--- src/rtl/uart_apb_csr_pkg.sv ---
// Shared register map, bit indices and status layout for the UART APB CSR block.
package uart_apb_csr_pkg;

    localparam logic [2:0] OFF_CTRL   = 3'd0;
    localparam logic [2:0] OFF_BAUD   = 3'd1;
    localparam logic [2:0] OFF_STAT   = 3'd2;
    localparam logic [2:0] OFF_TXDATA = 3'd3;
    localparam logic [2:0] OFF_RXDATA = 3'd4;
    localparam logic [2:0] OFF_LEVEL  = 3'd5;
    localparam logic [2:0] OFF_IRQ_EN = 3'd6;

    localparam int CTRL_TX_EN  = 0;
    localparam int CTRL_RX_EN  = 1;
    localparam int CTRL_TX_CLR = 2;
    localparam int CTRL_RX_CLR = 3;

    localparam int STAT_STICKY_LSB = 4;

    typedef struct packed {
        logic tx_ovf;
        logic stop_err;
        logic par_err;
        logic rx_ovr;
        logic rx_empty;
        logic rx_full;
        logic tx_empty;
        logic tx_full;
    } stat_t;

endpackage

--- src/rtl/uart_apb_csr_if.sv ---
// APB slave bus bundle for uart_apb_csr; master drives request, slave drives response.
interface uart_apb_csr_if;
    logic        psel;
    logic        penable;
    logic        pwrite;
    logic [31:0] paddr;
    logic [31:0] pwdata;
    logic [31:0] prdata;
    logic        pready;
    logic        pslverr;

    modport master (output psel, penable, pwrite, paddr, pwdata,
                    input  prdata, pready, pslverr);
    modport slave  (input  psel, penable, pwrite, paddr, pwdata,
                    output prdata, pready, pslverr);
endinterface

--- src/rtl/uart_apb_csr_fifo.sv ---
// First-word-fall-through synchronous FIFO; clear has priority over push/pop,
// and a push while full is rejected even if a pop happens in the same cycle.
module uart_sync_fifo #(
    parameter int WIDTH = 9,
    parameter int DEPTH = 16
) (
    input  logic                     clk_i,
    input  logic                     rst_n_i,
    input  logic                     clr_i,
    input  logic                     push_i,
    input  logic [WIDTH-1:0]         data_i,
    input  logic                     pop_i,
    output logic [WIDTH-1:0]         data_o,
    output logic                     full_o,
    output logic                     empty_o,
    output logic [$clog2(DEPTH):0]   count_o
);
    localparam int AW = $clog2(DEPTH);

    logic [WIDTH-1:0] mem_q [DEPTH];
    logic [AW-1:0]    wr_ptr_q, wr_ptr_d;
    logic [AW-1:0]    rd_ptr_q, rd_ptr_d;
    logic [AW:0]      count_q, count_d;
    logic             do_push, do_pop;

    assign full_o  = (count_q == (AW+1)'(DEPTH));
    assign empty_o = (count_q == '0);
    assign do_push = push_i & ~full_o;
    assign do_pop  = pop_i & ~empty_o;
    assign data_o  = mem_q[rd_ptr_q];
    assign count_o = count_q;

    always_comb begin
        wr_ptr_d = wr_ptr_q;
        rd_ptr_d = rd_ptr_q;
        count_d  = count_q;
        if (do_push) wr_ptr_d = wr_ptr_q + 1'b1;
        if (do_pop)  rd_ptr_d = rd_ptr_q + 1'b1;
        case ({do_push, do_pop})
            2'b10:   count_d = count_q + 1'b1;
            2'b01:   count_d = count_q - 1'b1;
            default: count_d = count_q;
        endcase
        if (clr_i) begin
            wr_ptr_d = '0;
            rd_ptr_d = '0;
            count_d  = '0;
        end
    end

    always_ff @(posedge clk_i) begin
        if (!rst_n_i) begin
            wr_ptr_q <= '0;
            rd_ptr_q <= '0;
            count_q  <= '0;
        end else begin
            wr_ptr_q <= wr_ptr_d;
            rd_ptr_q <= rd_ptr_d;
            count_q  <= count_d;
        end
    end

    always_ff @(posedge clk_i) begin
        if (do_push) mem_q[wr_ptr_q] <= data_i;
    end

endmodule

--- src/rtl/uart_apb_csr.sv ---
// APB control/status and TX/RX buffering between the CPU bus and the UART datapath.
// Optional interrupt output and IRQ_EN register enabled by defining UART_APB_CSR_IRQ_EN.
module uart_apb_csr
    import uart_apb_csr_pkg::*;
#(
    parameter int          DATA_WIDTH = 8,
    parameter int          FIFO_DEPTH = 16,
    parameter logic [16:0] BAUD_RESET = 17'd868
) (
    input  logic                  clk_i,
    input  logic                  rst_n_i,
    uart_apb_csr_if.slave         apb,
    output logic [16:0]           baud_o,
    output logic [DATA_WIDTH-1:0] mst_axis_tdata_o,
    output logic                  mst_axis_tvalid_o,
    output logic                  mst_axis_tlast_o,
    input  logic                  mst_axis_tready_i,
    input  logic [DATA_WIDTH-1:0] slv_axis_tdata_i,
    input  logic                  slv_axis_tvalid_i,
    input  logic                  slv_axis_tlast_i,
    output logic                  slv_axis_tready_o,
    input  logic                  parity_err_i,
    input  logic                  stop_err_i
`ifdef UART_APB_CSR_IRQ_EN
    ,
    output logic                  irq_o
`endif
);
    localparam int EW = DATA_WIDTH + 1;
    localparam int CW = $clog2(FIFO_DEPTH) + 1;

    logic [2:0]  offset;
    logic        setup, access, wr, rd_acc, mapped;
    logic        tx_en_q, tx_en_d, rx_en_q, rx_en_d;
    logic [16:0] baud_q, baud_d;
    logic [3:0]  sticky_q, sticky_d, sticky_set, sticky_w1c;
    logic [31:0] prdata_q, prdata_d, rdata;
    logic        tx_clr, rx_clr, tx_push, tx_pop, rx_push, rx_pop;
    logic        tx_full, tx_empty, rx_full, rx_empty;
    logic [EW-1:0] tx_head, rx_head;
    logic [CW-1:0] tx_count, rx_count;
    stat_t       stat;
    logic        unused_ok;

    assign offset = apb.paddr[4:2];
    assign setup  = apb.psel & ~apb.penable;
    assign access = apb.psel & apb.penable;
    assign wr     = access & apb.pwrite;
    assign rd_acc = access & ~apb.pwrite;

`ifdef UART_APB_CSR_IRQ_EN
    assign mapped = (offset <= OFF_IRQ_EN);
`else
    assign mapped = (offset <= OFF_LEVEL);
`endif

    assign apb.prdata  = prdata_q;
    assign apb.pready  = 1'b1;
    assign apb.pslverr = access & ~mapped;
    assign unused_ok   = ^{apb.paddr[31:5], apb.paddr[1:0], apb.pwdata[31:17]};

    // Clears act in the write cycle itself so the FIFO is empty on the next edge.
    assign tx_clr  = wr & (offset == OFF_CTRL) & apb.pwdata[CTRL_TX_CLR];
    assign rx_clr  = wr & (offset == OFF_CTRL) & apb.pwdata[CTRL_RX_CLR];
    assign tx_push = wr & (offset == OFF_TXDATA) & ~tx_full;
    assign tx_pop  = mst_axis_tvalid_o & mst_axis_tready_i;
    assign rx_push = rx_en_q & slv_axis_tvalid_i & ~rx_full;
    // Pop only if the setup-phase snapshot actually carried a beat.
    assign rx_pop  = rd_acc & (offset == OFF_RXDATA) & prdata_q[31] & ~rx_empty;

    assign mst_axis_tvalid_o = tx_en_q & ~tx_empty;
    assign mst_axis_tdata_o  = tx_head[DATA_WIDTH-1:0];
    assign mst_axis_tlast_o  = tx_head[DATA_WIDTH];
    assign slv_axis_tready_o = ~rx_en_q | ~rx_full;
    assign baud_o            = baud_q;

    uart_sync_fifo #(.WIDTH(EW), .DEPTH(FIFO_DEPTH)) u_tx_fifo (
        .clk_i   (clk_i),
        .rst_n_i (rst_n_i),
        .clr_i   (tx_clr),
        .push_i  (tx_push),
        .data_i  (apb.pwdata[DATA_WIDTH:0]),
        .pop_i   (tx_pop),
        .data_o  (tx_head),
        .full_o  (tx_full),
        .empty_o (tx_empty),
        .count_o (tx_count)
    );

    uart_sync_fifo #(.WIDTH(EW), .DEPTH(FIFO_DEPTH)) u_rx_fifo (
        .clk_i   (clk_i),
        .rst_n_i (rst_n_i),
        .clr_i   (rx_clr),
        .push_i  (rx_push),
        .data_i  ({slv_axis_tlast_i, slv_axis_tdata_i}),
        .pop_i   (rx_pop),
        .data_o  (rx_head),
        .full_o  (rx_full),
        .empty_o (rx_empty),
        .count_o (rx_count)
    );

    assign sticky_set = {wr & (offset == OFF_TXDATA) & tx_full,
                         stop_err_i,
                         parity_err_i,
                         rx_en_q & rx_full & slv_axis_tvalid_i};
    assign sticky_w1c = (wr && offset == OFF_STAT) ? apb.pwdata[STAT_STICKY_LSB +: 4] : 4'b0;

    assign stat = '{tx_ovf:   sticky_q[3],
                    stop_err: sticky_q[2],
                    par_err:  sticky_q[1],
                    rx_ovr:   sticky_q[0],
                    rx_empty: rx_empty,
                    rx_full:  rx_full,
                    tx_empty: tx_empty,
                    tx_full:  tx_full};

`ifdef UART_APB_CSR_IRQ_EN
    logic [2:0] irq_en_q, irq_en_d;
    logic       irq_q, irq_d;

    assign irq_en_d = (wr && offset == OFF_IRQ_EN) ? apb.pwdata[2:0] : irq_en_q;
    assign irq_d    = |(irq_en_q & {|sticky_q, tx_empty, ~rx_empty});
    assign irq_o    = irq_q;

    always_ff @(posedge clk_i) begin
        if (!rst_n_i) begin
            irq_en_q <= '0;
            irq_q    <= 1'b0;
        end else begin
            irq_en_q <= irq_en_d;
            irq_q    <= irq_d;
        end
    end
`endif

    always_comb begin
        rdata = '0;
        case (offset)
            OFF_CTRL:   rdata = {30'b0, rx_en_q, tx_en_q};
            OFF_BAUD:   rdata = {15'b0, baud_q};
            OFF_STAT:   rdata = {24'b0, stat};
            OFF_RXDATA: if (!rx_empty) begin
                rdata[EW-1:0] = rx_head;
                rdata[31]     = 1'b1;
            end
            OFF_LEVEL:  rdata = {16'(rx_count), 16'(tx_count)};
`ifdef UART_APB_CSR_IRQ_EN
            OFF_IRQ_EN: rdata = {29'b0, irq_en_q};
`endif
            default:    rdata = '0;
        endcase
    end

    always_comb begin
        tx_en_d  = tx_en_q;
        rx_en_d  = rx_en_q;
        baud_d   = baud_q;
        prdata_d = setup ? rdata : prdata_q;
        sticky_d = (sticky_q & ~sticky_w1c) | sticky_set;
        if (wr && offset == OFF_CTRL) begin
            tx_en_d = apb.pwdata[CTRL_TX_EN];
            rx_en_d = apb.pwdata[CTRL_RX_EN];
        end
        if (wr && offset == OFF_BAUD) baud_d = apb.pwdata[16:0];
    end

    always_ff @(posedge clk_i) begin
        if (!rst_n_i) begin
            tx_en_q  <= 1'b1;
            rx_en_q  <= 1'b1;
            baud_q   <= BAUD_RESET;
            sticky_q <= '0;
            prdata_q <= '0;
        end else begin
            tx_en_q  <= tx_en_d;
            rx_en_q  <= rx_en_d;
            baud_q   <= baud_d;
            sticky_q <= sticky_d;
            prdata_q <= prdata_d;
        end
    end

endmodule

--- src/flat_wrapper.sv ---
// flat-port wrapper written by rule: the top's interface ports become plain ports
module uart_apb_csr_flat import uart_apb_csr_pkg::*;
#(
    parameter int          DATA_WIDTH = 8,
    parameter int          FIFO_DEPTH = 16,
    parameter logic [16:0] BAUD_RESET = 17'd868
)
  (clk_i, rst_n_i, baud_o, mst_axis_tdata_o, mst_axis_tvalid_o, mst_axis_tlast_o, mst_axis_tready_i, slv_axis_tdata_i, slv_axis_tvalid_i, slv_axis_tlast_i, slv_axis_tready_o, parity_err_i, stop_err_i, apb_psel, apb_penable, apb_pwrite, apb_paddr, apb_pwdata, apb_prdata, apb_pready, apb_pslverr);
  uart_apb_csr_if apb_i ();
  input  logic clk_i;
  input  logic rst_n_i;
  output logic [16:0] baud_o;
  output logic [DATA_WIDTH-1:0] mst_axis_tdata_o;
  output logic mst_axis_tvalid_o;
  output logic mst_axis_tlast_o;
  input  logic mst_axis_tready_i;
  input  logic [DATA_WIDTH-1:0] slv_axis_tdata_i;
  input  logic slv_axis_tvalid_i;
  input  logic slv_axis_tlast_i;
  output logic slv_axis_tready_o;
  input  logic parity_err_i;
  input  logic stop_err_i;
  input wire logic [$bits(apb_i.psel)-1:0] apb_psel;
  input wire logic [$bits(apb_i.penable)-1:0] apb_penable;
  input wire logic [$bits(apb_i.pwrite)-1:0] apb_pwrite;
  input wire logic [$bits(apb_i.paddr)-1:0] apb_paddr;
  input wire logic [$bits(apb_i.pwdata)-1:0] apb_pwdata;
  output wire logic [$bits(apb_i.prdata)-1:0] apb_prdata;
  output wire logic [$bits(apb_i.pready)-1:0] apb_pready;
  output wire logic [$bits(apb_i.pslverr)-1:0] apb_pslverr;
  assign apb_i.psel = apb_psel;
  assign apb_i.penable = apb_penable;
  assign apb_i.pwrite = apb_pwrite;
  assign apb_i.paddr = apb_paddr;
  assign apb_i.pwdata = apb_pwdata;
  assign apb_prdata = apb_i.prdata;
  assign apb_pready = apb_i.pready;
  assign apb_pslverr = apb_i.pslverr;
  uart_apb_csr #(.DATA_WIDTH(DATA_WIDTH), .FIFO_DEPTH(FIFO_DEPTH), .BAUD_RESET(BAUD_RESET)) u_core (.clk_i(clk_i), .rst_n_i(rst_n_i), .apb(apb_i), .baud_o(baud_o), .mst_axis_tdata_o(mst_axis_tdata_o), .mst_axis_tvalid_o(mst_axis_tvalid_o), .mst_axis_tlast_o(mst_axis_tlast_o), .mst_axis_tready_i(mst_axis_tready_i), .slv_axis_tdata_i(slv_axis_tdata_i), .slv_axis_tvalid_i(slv_axis_tvalid_i), .slv_axis_tlast_i(slv_axis_tlast_i), .slv_axis_tready_o(slv_axis_tready_o), .parity_err_i(parity_err_i), .stop_err_i(stop_err_i));
endmodule
--- config.mk ---
export PLATFORM = sky130hd
export DESIGN_NAME = uart_apb_csr_flat
export DESIGN_NICKNAME = d
export VERILOG_FILES = /design/src/rtl/uart_apb_csr_pkg.sv /design/src/rtl/uart_apb_csr_if.sv /design/src/rtl/uart_apb_csr_fifo.sv /design/src/rtl/uart_apb_csr.sv /design/src/flat_wrapper.sv
export SDC_FILE = /design/constraint.sdc
export NUM_CORES = 1
export LEC_CHECK = 0
export CAP_MARGIN = 20
export CORE_ASPECT_RATIO = 0.6
export CORE_UTILIZATION = 40
export DETAILED_ROUTE_END_ITERATION = 8
export HOLD_SLACK_MARGIN = 0.03
export PLACE_DENSITY = 0.68
export SETUP_SLACK_MARGIN = 0.02
export SLEW_MARGIN = 20
export SYNTH_ARGS = -nofsm -noshare
export SYNTH_HDL_FRONTEND = slang
export SYNTH_SLANG_ARGS = --single-unit
export TNS_END_PERCENT = 20
--- constraint.sdc ---
create_clock -name clk_i -period 7.93 [get_ports clk_i]
set_input_delay 2.379 -clock clk_i [delete_from_list [all_inputs] [get_ports clk_i]]
set_output_delay 2.379 -clock clk_i [all_outputs]
set_load 0.03 [all_outputs]
After elaboration in Yosys (flattened, before gate mapping)
Memory sizes are Yosys's and may differ from the RTL's. A register that Yosys moved wholly into a read port is not among the register bits.
Cells that the tools add are included.

storage, ports and cells
  register bits after elaboration = 81
  memories kept = 2
  RAM bits = 288

operators by class
  equality and inequality tests = 11
  magnitude comparators = 1
  add/sub/neg operators = 8
  reduce and logical (&&, ||, !) cells = 10
  bitwise logic cells = 37
  mux-type cells = 16

memory list
  memory                  depth  bits a word  read ports  clocked after memory_dff  wr ports  line                     RTL
  u_core.u_rx_fifo.mem_q  16     9            1           1                         1         uart_apb_csr_fifo.sv:20  logic [WIDTH-1:0] mem_q [DEPTH];
  u_core.u_tx_fifo.mem_q  16     9            1           1                         1         uart_apb_csr_fifo.sv:20

operators by type and width
  kind                   number
  $pmux W9 S5            1
  $and A1 B1 Y1          24
  $pmux W12 S2           1
  $mux W4                5
  $pmux W5 S2            2
  $add A4 B1 Y4 const B  4
  $add A5 B1 Y5 const B  2
  $eq A5 B5 Y1 const B   2
  $logic_not A5 Y1       2
  $sub A5 B1 Y5 const B  2
  $mux W9                1
  $not A1 Y1             9
  $eq A3 B2 Y1 const B   2
  $eq A3 B3 Y1 const B   2
  $mux W1                6
  $and A4 B4 Y4          1
  $eq A2 B1 Y1 const B   2
  $eq A2 B2 Y1 const B   2
  $not A4 Y4             1
  $or A4 B4 Y4           1
  $reduce_bool A2 Y1     2
  $reduce_or A2 Y1       2
  $eq A3 B1 Y1 const B   1
  $le A3 B3 Y1 const B   1
  other kinds (3)        5

Logic depth before layout (Yosys ltp)
Gate-level depths: netlist of the first run.

  word-level depth = 8
  mapped depth = 13
  gate-level depth less buffers = 13

Hierarchy
Synthesis of the first run repeated with hierarchy kept, for this count alone.

unflattened totals
  cells, all modules = 963
  area, all modules = 15165.8 µm²

by module, submodules not included
  module          area an instance (µm²)  times used  cells each
  uart_sync_fifo  6421.2                  2           349
  uart_apb_csr    2323.5                  1           265

Worst setup path after synthesis of the first run
Ideal clock, no wire load.

  path kind = input port to output port
  start = input apb_penable
  end = output apb_pslverr
  arrival = 2888 ps
  setup slack = 2663 ps
  stages on the path = 2
  path buffers = 0
  path through = nand3_1 nor2_1

on the way
  longest elaborated chain between the ends = 2

RTL lines
  what             line                RTL
  start, declared  flat_wrapper.sv:24  input wire logic [$bits(apb_i.penable)-1:0] apb_penable;
  $and A1 B1 Y1    uart_apb_csr.sv:47  assign access = apb.psel & apb.penable;
  $and A1 B1 Y1    uart_apb_csr.sv:59  assign apb.pslverr = access & ~mapped;
  end, declared    flat_wrapper.sv:30  output wire logic [$bits(apb_i.pslverr)-1:0] apb_pslverr;

Every way passes these cells.

Worst setup path after layout of the first run
  start = input apb_paddr[3]
  end = output apb_pslverr

on the way
  longest elaborated chain between the ends = 3

RTL lines
  what             line                RTL
  start, declared  flat_wrapper.sv:26  input wire logic [$bits(apb_i.paddr)-1:0] apb_paddr;
  $le A3 B3 Y1     uart_apb_csr.sv:54  assign mapped = (offset <= OFF_LEVEL);
  $not A1 Y1       uart_apb_csr.sv:59
  $and A1 B1 Y1    uart_apb_csr.sv:59

Every way passes these cells.

==> results of run 1 <==
[synth_stat cells (all sizes together), types with 4 or more instances]
cell,n,area (um^2)
edfxtp,288,8650
mux4,90,2030
dfxtp,79,1580
nand2,75,282
nor2,73,274
buf,30,190
clkbuf,28,105
a21oi,25,125
a21boi,24,180
nand3,19,95.1
ha,17,213
inv,16,60.1
o21ai,14,70.1
xor2,14,123
nor3,13,65.1
nor2b,11,68.8
mux2i,10,100
a22oi,7,52.6
nand2b,6,37.5
xnor2,6,52.6
and2,5,31.3
nor3b,5,37.5
a221oi,4,35.0
nand4,4,25.0
[area by class of cell]
| cell class | instances | area (um^2) |
|---|---|---|
| flip-flops and latches | 367 | 10200 |
| fillers | 3049 | 19000 |
| repair buffers | 117 | 1100 |
| multi-input cells | 458 | 4200 |
| clock buffers | 48 | 946 |
| well taps | 476 | 596 |
| clock inverters | 14 | 109 |
| inverters | 16 | 60.1 |
| diodes | 1 | 2.50 |
[worst paths after layout]
check / end / cells after the start
setup / recovery: apb_pslverr / 4
hold / removal: u_core.apb.prdata[15] / 2
setup reg to reg: u_core.u_rx_fifo.count_o[4] / 12
hold reg to reg: u_core.apb.prdata[15] / 2
[metal layers]
metal / up-vias / share of wire
met5: - / 0
met1: 4072 / 0.48
met3: 45 / 0.082
met4: 0 / 0.021
met2: 321 / 0.42
li1: 3620 / -
[cell families after synthesis]
kind of cell    after synthesis  synth area share
xor+xnor                     20            0.0119
simple gates                221            0.0676
flops                       367             0.694
compound gates               87            0.0406
mux                         101             0.145
buf+inv                      74            0.0241
other cells                   2          0.000510
fa+ha+maj                    18            0.0158
[power by group]
part / switching, W / leakage (nW) / internal [W]
Combinational: 0.0000922 / 1.73 / 0.0000557
Sequential: 0.00000981 / 3.23 / 0.00209
Clock: 0.000693 / 0.509 / 0.000874
[tightest hold or removal path, cell delays in order (launching register included)]
cell,delay [ps]
dfxtp_1,310
nand2_1,50
a21boi_0,60
[flip-flops by register name (all words and copies together), names as in the netlist, named ones only]
name,cells
u_core.u_rx_fifo.rd_ptr_q,4
u_core.u_rx_fifo.count_o,5
u_core.u_tx_fifo.mem_q,144
u_core.rx_en_q,1
u_core.sticky_q,4
u_core.u_tx_fifo.count_o,5
u_core.tx_en_q,1
u_core.u_rx_fifo.wr_ptr_q,4
u_core.u_rx_fifo.mem_q,144
u_core.apb.prdata,22
u_core.u_tx_fifo.wr_ptr_q,4
u_core.baud_o,17
u_core.u_tx_fifo.rd_ptr_q,4
[per-stage QoR]
stage	hold WS [ps]	instance area [um^2]	std cells
finish	464	17200	1497
global route	497	17200	1497
CTS	469	17200	1496
detailed placement	460	16200	1434
global placement	451	16200	1434
floorplan	472	14800	899
==> flow_metrics.py, run 1 <==
metrics = {
    "clock_network": {
        "post-cts-setup-buffers": 0,
        "root_buffer": "clkbuf_16",
        "ctsResizeCount": 0,
        "clockBufferDepth": 3,
        "numCtsBuffers": 35,
        "holdBufCountCts": 0,
        "htree_levels": 2,
        "cts_tree": "built",
        "worstSkewPairLatency_ps": 520,
        "path_clk_slew_ps": 60,
        "cts_num_sinks": 367,
    },
    "routing": {
        "wl_per_cell_um": 21.8,
        "routed_wl_um": 32600,
        "drcViolationCount": 0,
        "drtAntennaViolNets": 0,
        "num_vias": 8058,
        "viasPerCell": 5.38,
        "dr.pass1.iters": 5,
        "drt_iter0_markers": 752,
    },
    "power": {
        "p_total_w": 0.00381,
        "p_leak_nw": 5.47,
        "p_per_area_nw_per_um2": 221,
        "vdd_ir_drop_max_v": 0.000139,
    },
    "critical_path": {
        "crit_chain": "clkdlybuf4s50_1 -> inv_1 -> nor2_1 -> clkdlybuf4s50_1",
        "critPathLaunchType": "input pin",
        "startpoint": "apb_paddr[3]",
        "path_class": "input pin to output port",
        "cp.buffers_inverters": 3,
        "endpoint_kind": "output port",
        "r2r_slack_ps": 4600,
        "cp_slowest_stage_delay_ps": 690,
        "arrival_ps": 4140,
        "cp_top_family": "buffers and inverters",
        "cp_common_cell": "clkdlybuf4s50_1",
        "rr_startpoint": "u_core.u_rx_fifo.count_o[0]",
        "crit_slowest_cell": "clkdlybuf4s50_1",
        "worstPathMaxFanout": 7,
        "crit_required_ps": 5550,
    },
    "place": {
        "finalWeightedCongestion": 0.814,
        "dp_slack_ps": 1480,
        "io_buffers": 88,
        "dp_hpwl_um": 21800,
    },
    "cells_and_area": {
        "layout_common_cells": "288 x edfxtp_1, 90 x mux4_2, 88 x clkdlybuf4s50_1",
        "drive_above_1_share": 0.174,
        "area_growth_pct": 17.0,
        "layout_commonest_cell": "edfxtp_1",
        "nets": 1095,
        "post-route-util": 0.475,
    },
    "die": {
        "core_area_um2": 36300,
        "dieArea_um2": 37600,
        "die_w_um": 250,
        "io_pins": 144,
        "row_count": 54,
        "die_h_um": 151,
        "floorplan.initialDensity": 0.406,
    },
    "grt": {
        "grt_usage": 0.178,
        "antenna_found_initial": 2,
        "grt_util_met3": 0.0368,
        "met1_usage": 0.278,
        "grt_first_pass_wirelength_um": 49400,
        "busiest_layer": "met1",
        "use_met2": 0.250,
        "grt_max_degree": 48,
        "grt_pass1_vias": 7827,
        "grt-ovfl-total": 0,
    },
    "worst_hold_path": {
        "min_from": "u_core.apb.prdata[15]",
        "hold_class": "flop to flop",
    },
    "synth": {
        "ys_seq_area_frac": 0.694,
        "avgSynthCellArea_um2": 16.6,
        "synth.distinct_cells": 52,
        "synthFlopType": "edfxtp_1",
        "ys_ff_latch": 367,
        "synth.cell_area_um2": 14700,
        "synth-edff-count": 288,
        "synth_async_sr_flop_share": 0,
        "synthCells": 890,
        "yosys_warnings": 0,
    },
    "timing": {
        "worst_slack_ps": 1410,
        "period_minus_slack_ps": 6520,
        "max_slew_margin": 0.264,
        "clock_skew_ps": 23.4,
        "fmax_mhz": 153,
        "slew_viol_final": 0,
        "fin_setup_tns_ps": 0,
        "grt_setup_unrepaired": "no",
        "worst_slew_pin_slew_ps": 1100,
        "post-route-period-util": 0.822,
        "finalSetupViolCount": 0,
        "finalHoldViolations": 0,
    },
    "status": {
        "outcome": "finished clean",
    },
    "job": {
        "drv_cap": 0,
    },
}
Note: power is estimated with default switching activity, not from simulation.
==> inputs of run 2 (changes only) <==
==> constraint.sdc (replaced) <==
create_clock -name clk_i -period 6.31 [get_ports clk_i]
set_input_delay 1.893 -clock clk_i [delete_from_list [all_inputs] [get_ports clk_i]]
set_output_delay 1.893 -clock clk_i [all_outputs]
set_load 0.03 [all_outputs]
==> run 2 against run 1 <==
  * Total power increased by 28%
  * First-iteration DRC count grew 24%
  * Die area is the same
  * Hold slack better by 5.9 ps
  * Combinational power grew 28%
  * Sequential cell count unchanged
  * Cell count rose by 0.53%
  * Clock power increased by 31%
  * Sequential share of layout area down 0.42 points
  * Global-route usage is 0.54 points higher
  * Final area increased by 0.71%
  * Largest power group unchanged
==> flow_metrics.py, run 2 (synthesis gave the netlist of run 1 again) <==
metrics = {
    "status": {
        "outcome": "finished clean",
    },
    "power": {
        "p_leak_nw": 5.54,
        "vdd_ir_drop_max_v": 0.000216,
        "p_per_area_nw_per_um2": 281,
    },
    "grt": {
        "grt_max_degree": 48,
        "grt_first_pass_wirelength_um": 50800,
        "grt-ovfl-total": 0,
        "grt_pass1_vias": 7932,
        "antenna_found_initial": 1,
        "grt_usage": 0.184,
    },
    "clock_network": {
        "path_clk_slew_ps": 60,
        "numCtsBuffers": 36,
        "ctsResizeCount": 0,
        "cts_tree": "built",
        "cts_num_sinks": 367,
        "clockBufferDepth": 3,
        "htree_levels": 2,
        "holdBufCountCts": 0,
        "root_buffer": "clkbuf_16",
        "worstSkewPairLatency_ps": 540,
        "post-cts-setup-buffers": 0,
    },
    "die": {
        "floorplan.initialDensity": 0.406,
        "dieArea_um2": 37600,
        "die_h_um": 151,
        "die_w_um": 250,
        "core_area_um2": 36300,
        "row_count": 54,
        "io_pins": 144,
    },
    "critical_path": {
        "startpoint": "apb_paddr[3]",
        "path_class": "input pin to output port",
        "rr_startpoint": "u_core.u_rx_fifo.count_o[0]",
        "crit_required_ps": 4420,
        "arrival_ps": 3520,
        "endpoint_kind": "output port",
        "worstPathMaxFanout": 7,
        "critPathLaunchType": "input pin",
    },
    "routing": {
        "viasPerCell": 5.43,
        "wl_per_cell_um": 22.3,
        "drcViolationCount": 0,
        "dr.pass1.iters": 5,
        "drt_iter0_markers": 936,
        "num_vias": 8171,
        "routed_wl_um": 33500,
        "drtAntennaViolNets": 0,
    },
    "timing": {
        "fmax_mhz": 185,
        "finalSetupViolCount": 0,
        "post-route-period-util": 0.858,
        "fin_setup_tns_ps": 0,
        "slew_viol_final": 0,
        "max_slew_margin": 0.273,
        "period_minus_slack_ps": 5420,
        "worst_slew_pin_slew_ps": 1090,
        "clock_skew_ps": 26.0,
        "grt_setup_unrepaired": "no",
        "finalHoldViolations": 0,
    },
    "worst_hold_path": {
        "hold_class": "flop to flop",
        "min_from": "u_core.apb.prdata[13]",
    },
    "place": {
        "io_buffers": 88,
        "dp_hpwl_um": 22300,
        "finalWeightedCongestion": 0.815,
    },
    "cells_and_area": {
        "drive_above_1_share": 0.185,
        "post-route-util": 0.479,
        "nets": 1101,
        "fillers": 3038,
        "layout_common_cells": "288 x edfxtp_1, 90 x mux4_2, 88 x clkdlybuf4s50_1",
        "layout_commonest_cell": "edfxtp_1",
        "area_growth_pct": 17.9,
    },
    "job": {
        "drv_cap": 0,
    },
}
run 2: cell types whose count changed in the layout (fill, tap and decap cells not counted), moves of 3 or more:
cell      delta
buf_4        +4
clkbuf_1     -3
clkbuf_8     +9
clkinv_1     -3
run 2: layout make-up:
| cell class | count | area, um^2 | area share |
|---|---|---|---|
| Antenna cell | 1 | 2.50 | 0.000144 |
| Clock buffer | 54 | 1060 | 0.0610 |
| Clock inverter | 11 | 71.3 | 0.00411 |
| Inverter | 16 | 60.1 | 0.00346 |
| Multi-Input combinational cell | 458 | 4200 | 0.242 |
| Sequential cell | 367 | 10200 | 0.589 |
| Tap cell | 476 | 596 | 0.0343 |
| Timing Repair Buffer | 122 | 1150 | 0.0661 |
run 2: critical path: stages:
cell             delay [ps]
clkdlybuf4s50_1         460
buf_4                   160
inv_1                   150
nor2_1                  170
clkdlybuf4s50_1         690
run 2: final timing paths:
check	cells after the start	slack (ps)	endpoint
worst max register to register	12	2980	u_core.u_rx_fifo.count_o[4]
worst min-delay path	2	470	u_core.apb.prdata[13]
worst max-delay path	5	890	apb_pslverr
worst min register to register	2	470	u_core.apb.prdata[13]
run 2: stage by stage:
stage	power (W)	cells	area [um^2]	hold WS, ps	worst slack [ps]
CTS	0.00492	1503	17400	472	920
global placement	0.00287	1438	16200	451	940
finish	0.00488	1505	17400	469	894
global route	0.00505	1505	17400	497	840
floorplan	0.00278	899	14800	472	1920
detailed placement	0.00287	1438	16200	458	933
run 2: layer usage:
layer,up-vias,global-route usage,share of wire
met5,-,0,0
met4,0,0.0463,0.018
met3,41,0.0465,0.092
met2,329,0.261,0.43
met1,4178,0.279,0.46
li1,3623,-,-
run 2: power by group:
group	switching, W	internal, W	total [W]	leakage, nW
Sequential	0.0000123	0.00262	0.00264	3.23
Combinational	0.000118	0.0000709	0.000189	1.76
Clock	0.000893	0.00116	0.00206	0.551
Total	0.00102	0.00386	0.00488	5.54
==> RTL edit 1: new RTL, config.mk and constraints of run 2 <==
`DATA_WIDTH` is set to 8 in 2 places; all go to 6.
--- a/src/rtl/uart_apb_csr.sv
+++ b/src/rtl/uart_apb_csr.sv
@@ -4,5 +4,5 @@
     import uart_apb_csr_pkg::*;
 #(
-    parameter int          DATA_WIDTH = 8,
+    parameter int          DATA_WIDTH = 6,
     parameter int          FIFO_DEPTH = 16,
     parameter logic [16:0] BAUD_RESET = 17'd868
--- a/src/flat_wrapper.sv
+++ b/src/flat_wrapper.sv
@@ -2,5 +2,5 @@
 module uart_apb_csr_flat import uart_apb_csr_pkg::*;
 #(
-    parameter int          DATA_WIDTH = 8,
+    parameter int          DATA_WIDTH = 6,
     parameter int          FIFO_DEPTH = 16,
     parameter logic [16:0] BAUD_RESET = 17'd868
Interface: changed (resized mst_axis_tdata_o and slv_axis_tdata_i); port bits go from 144 to 140. No check against the original RTL was run, so the function may have changed too.
==> RTL edit 1 against run 2 <==
- power decreased by 19%
- core utilization is 0.23 points higher
- design area fell by 16%
- wire length shrank 16%
- fmax fell by 3.4%
- worst hold slack got worse by 0.0019 ns
- setup slack got worse by 0.19 ns
- sequential share of layout area is 1.7 points lower
- die area down 16%
- count of clock-buffer cells in the layout fell by 22
- area after synthesis fell by 16%
- register-to-register slack got worse by 0.13 ns
- sequential cell count down 64
- sequential power is 18% lower
- largest cell class unchanged
- highest routed layer unchanged
==> RTL edit 1: results (changes against run 2) <==
stage	metric	value	unit	change
outcome	status	finished clean		
grt	grt_pass1_vias	6842		-14%
detailed_routing	dr_wl_met2	11400	microns	-21%
finish	fillers	2561		-16%
sta	setup_ws	0.704	ns	-0.190 ns
power_and_ir_drop	p_switching	0.833	mW	-19%
power_and_ir_drop	peakVddDrop	179	uV	-17%
clock_tree	htreeDepth	1		-1
power_and_ir_drop	pg_seq	2.16	mW	-18%
detailed_routing	drt-initial-drc-count	758		-19%
sta	hold_slack	0.468	ns	-0.00193 ns
detailed_routing	wl_per_cell	21.3	microns	-4.3%
detailed_routing	wl_met3	2820	microns	-8.2%
detailed_routing	avgViaCountPerCell	5.45		+0.31%
place	dp_hpwl	19100	microns	-14%
place	dpl_cell_area	13600	sq um	-16%
grt	antenna_found_initial	3		+2
grt	grt_pass1_wl	42000	microns	-17%
power_and_ir_drop	cellLeakagePower	4.66	nW	-16%
logic_synthesis	ys_types	60		+15%
setup_path	ff2ff_path_depth	11		-1
setup_path	reg2reg_slack	2.85	ns	-0.13 ns
logic_synthesis	seq_area_frac_synth	0.670		-0.0245
setup_path	path_max_fanout	11		+4
place	preCtsSetupSlack	0.735	ns	-0.198 ns
logic_synthesis	ys_top_cells_by_area	edfxtp_1 (54%), dfxtp_1 (13%), mux4_2 (11%), mux4_1 (2.5%), nand2_1 (2.5%)		
place	port_buffers	84		-4.5%
detailed_routing	wl_met1	13300	microns	-14%
grt	track_usage	0.177		-0.00685
place	finalWeightedCongestion	0.827		+1.4%
RTL edit 1: layer usage:
layer / GRT usage / vias up
li1: - / 3196
met1: 0.283 / 3598
met2: 0.237 / 352
met3: 0.0433 / 48
met4: 0.0421 / 0
met5: 0 / -
RTL edit 1: path summary, 6_finish.rpt:
| kind | start | to |
|---|---|---|
| worst min-delay path | u_core.apb.prdata[8]$_SDFFE_PN0P_ | u_core.apb.prdata[8]$_SDFFE_PN0P_ |
| worst min register to register | u_core.apb.prdata[8]$_SDFFE_PN0P_ | u_core.apb.prdata[8]$_SDFFE_PN0P_ |
| worst max-delay path | apb_paddr[4] | apb_pslverr |
| worst max register to register | u_core.u_rx_fifo.count_o[0]$_SDFFE_PP0P_ | u_core.u_rx_fifo.count_o[4]$_SDFFE_PP0P_ |
RTL edit 1: layout make-up:
class | instances | area, sq um | share of cell area
Sequential cell | 303 | 8310 | 0.572
Multi-Input combinational cell | 440 | 3800 | 0.262
Timing Repair Buffer | 100 | 961 | 0.0661
Clock buffer | 32 | 714 | 0.0492
Tap cell | 408 | 510 | 0.0351
Clock inverter | 18 | 161 | 0.0111
Inverter | 17 | 63.8 | 0.00439
Antenna cell | 3 | 7.51 | 0.000516
RTL edit 1: per-stage QoR:
stage               utilization  instances
floorplan                     -        812
global placement          0.451       1267
detailed placement        0.451       1268
CTS                       0.480       1318
global route              0.481       1319
finish                    0.481       1321
RTL edit 1: critical path, stage by stage:
cell	delay, ns
clkdlybuf4s50_1	0.81
and4_1	0.31
clkdlybuf4s50_1	0.69
RTL edit 1: kinds of logic after synthesis:
family,Yosys count,share of synthesized area
other cells,2,0.000605
mux,84,0.142
buf+inv,69,0.0270
flops,303,0.670
simple gates,226,0.0835
compound gates,85,0.0468
xor+xnor,17,0.0120
fa+ha+maj,17,0.0178
==> RTL edit 2: new RTL, flow settings as in run 2 <==
Made on the original files. `prdata_q` no longer has a reset.
--- a/src/rtl/uart_apb_csr.sv
+++ b/src/rtl/uart_apb_csr.sv
@@ -172,5 +172,4 @@
             baud_q   <= BAUD_RESET;
             sticky_q <= '0;
-            prdata_q <= '0;
         end else begin
             tx_en_q  <= tx_en_d;
@@ -178,6 +177,9 @@
             baud_q   <= baud_d;
             sticky_q <= sticky_d;
-            prdata_q <= prdata_d;
         end
+    end
+
+    always_ff @(posedge clk_i) begin
+        prdata_q <= prdata_d;
     end
 
Behaviour: not the same (Yosys sat finds a counterexample within 4 cycles, from zero or initial values and one cycle with rst_n_i low).
==> RTL edit 2 against run 2 <==
- power rose by 1.9%
- sequential share of layout area up 1.4 points
- design area decreased by 0.23%
- highest routed layer unchanged
- critical endpoint unchanged
- clock power grew 2%
- wire length fell by 1.8%
- sequential cell count unchanged
- setup slack worse by 0.083 ns
- area after synthesis down 0.15%
==> RTL edit 2: results (changes against run 2) <==
stage	metric	value	unit	change
worst_hold_path	whs_endpoint	u_core.baud_o[15]$_SDFFE_PN0P_		
logic_synthesis	avgSynthCellArea	17.7	sq um	+6.8%
place	dp_hpwl	22000	microns	-1.2%
power_and_ir_drop	power_clock	2.11	mW	+2%
logic_synthesis	seq_area_frac_synth	0.710		+0.0160
detailed_routing	dr_total_vias	7764		-5.0%
finish	drive_above_1_share	0.188		+0.00280
clock_tree	htreeDepth	2		unchanged
grt	grt_pass1_vias	7535		-5.0%
power_and_ir_drop	peakVddDrop	189	uV	-12%
detailed_routing	drt-initial-drc-count	838		-10%
setup_path	reg2reg_slack	2.82	ns	-0.16 ns
logic_synthesis	synth_edf_count	310		+7.6%
logic_synthesis	ys_top_cells_by_area	edfxtp_1 (63%), mux4_2 (12%), dfxtp_1 (7.8%), mux4_1 (1.8%), nor2_1 (1.8%)		
setup_path	crit_path_start	apb_penable		
logic_synthesis	synth.area.mux_share	0.147		+0.00201
place	place_inst	1373		-4.5%
grt	grt_max_degree	37		-23%
place	preCtsSetupSlack	0.854	ns	-0.0787 ns
worst_hold_path	min_from	u_core.baud_o[15]$_SDFFE_PN0P_		
logic_synthesis	synth_common_cells	edfxtp_1 (310), mux4_2 (80), nor2_1 (69)		
power_and_ir_drop	cellLeakagePower	5.62	nW	+1.3%
finish	fin_nets	1043		-5.3%
outcome	status	finished clean		
setup_path	ff2ff_path_depth	13		+1
clock_tree	cts_buffers	35		-2.8%
logic_synthesis	synth-xor-area-share	0.0119		+0.0000182
setup_path	path_max_fanout	4		-3
grt	track_usage	0.178		-0.00515
logic_synthesis	synth_fa_ha_area_frac	0.0158		+0.0000242
detailed_routing	routed_wl	32900	microns	-1.8%
grt	antenna_found_initial	0		-1
logic_synthesis	synthArstFlopShare	0		unchanged
sta	tightestPinTransition	1.10	ns	+0.0176 ns
detailed_routing	wl_per_cell	22.9	microns	+2.8%
sta	post-route-period-util	0.871		+0.0131
place	finalWeightedCongestion	0.786		-3.6%
power_and_ir_drop	intPower	3.92	mW	+1.6%
finish	fillers	2938		-3.3%
setup_path	cp.arrival	3.61	ns	+0.09 ns
finish	num_antenna_cells	0		-1
sta	skew	0.0293	ns	+0.00325 ns
logic_synthesis	ys_types	56		+7.7%
worst_hold_path	min_path_type	register to register		
RTL edit 2: cell count changes in the layout (fill, tap and decap cells not counted), moves of 10 or more:
| cell | change |
|---|---|
| dfxtp_1 | -22 |
| a21oi_1 | -14 |
| edfxtp_1 | +22 |
| a21boi_0 | -13 |
| mux4_2 | -10 |
| nand2_1 | -12 |
| mux4_1 | +10 |
| nand3_1 | -11 |
RTL edit 2: critical path, stage by stage:
cell             delay, ns
clkdlybuf4s50_1       0.54
and2_1                0.31
and3_1                0.20
clkdlybuf4s50_1       0.67
RTL edit 2: final cells by class:
cell class                      count  area [sq um]  share of cell area
Multi-Input combinational cell    406          3990               0.230
Sequential cell                   367         10500               0.603
Clock buffer                       43           937              0.0541
Inverter                           18          67.6             0.00390
Clock inverter                     21           210              0.0121
Timing Repair Buffer              115          1090              0.0628
Tap cell                          467           584              0.0337
RTL edit 2: routing by layer:
| metal | share of wire | global-route usage | routed length (microns) |
|---|---|---|---|
| met4 | 0.013 | 0.0377 | 431 |
| met1 | 0.47 | 0.272 | 15500 |
| met2 | 0.43 | 0.260 | 14300 |
| met5 | 0 | 0 | 0 |
| met3 | 0.083 | 0.0417 | 2730 |
RTL edit 2: metrics by stage:
step | area [sq um] | hold WS [ns] | power [mW]
2_1_floorplan | 14700 | 0.472 | 2.81
3_3_place_gp | 16100 | 0.461 | 2.91
3_5_place_dp | 16200 | 0.465 | 2.92
4_1_cts | 17300 | 0.474 | 5.01
5_1_grt | 17300 | 0.499 | 5.12
6_report | 17300 | 0.478 | 4.97
RTL edit 2: logic make-up after synthesis:
logic type	Yosys count
flops	367
simple gates	201
mux	100
buf+inv	68
compound gates	56
xor+xnor	20
fa+ha+maj	18
other cells	2
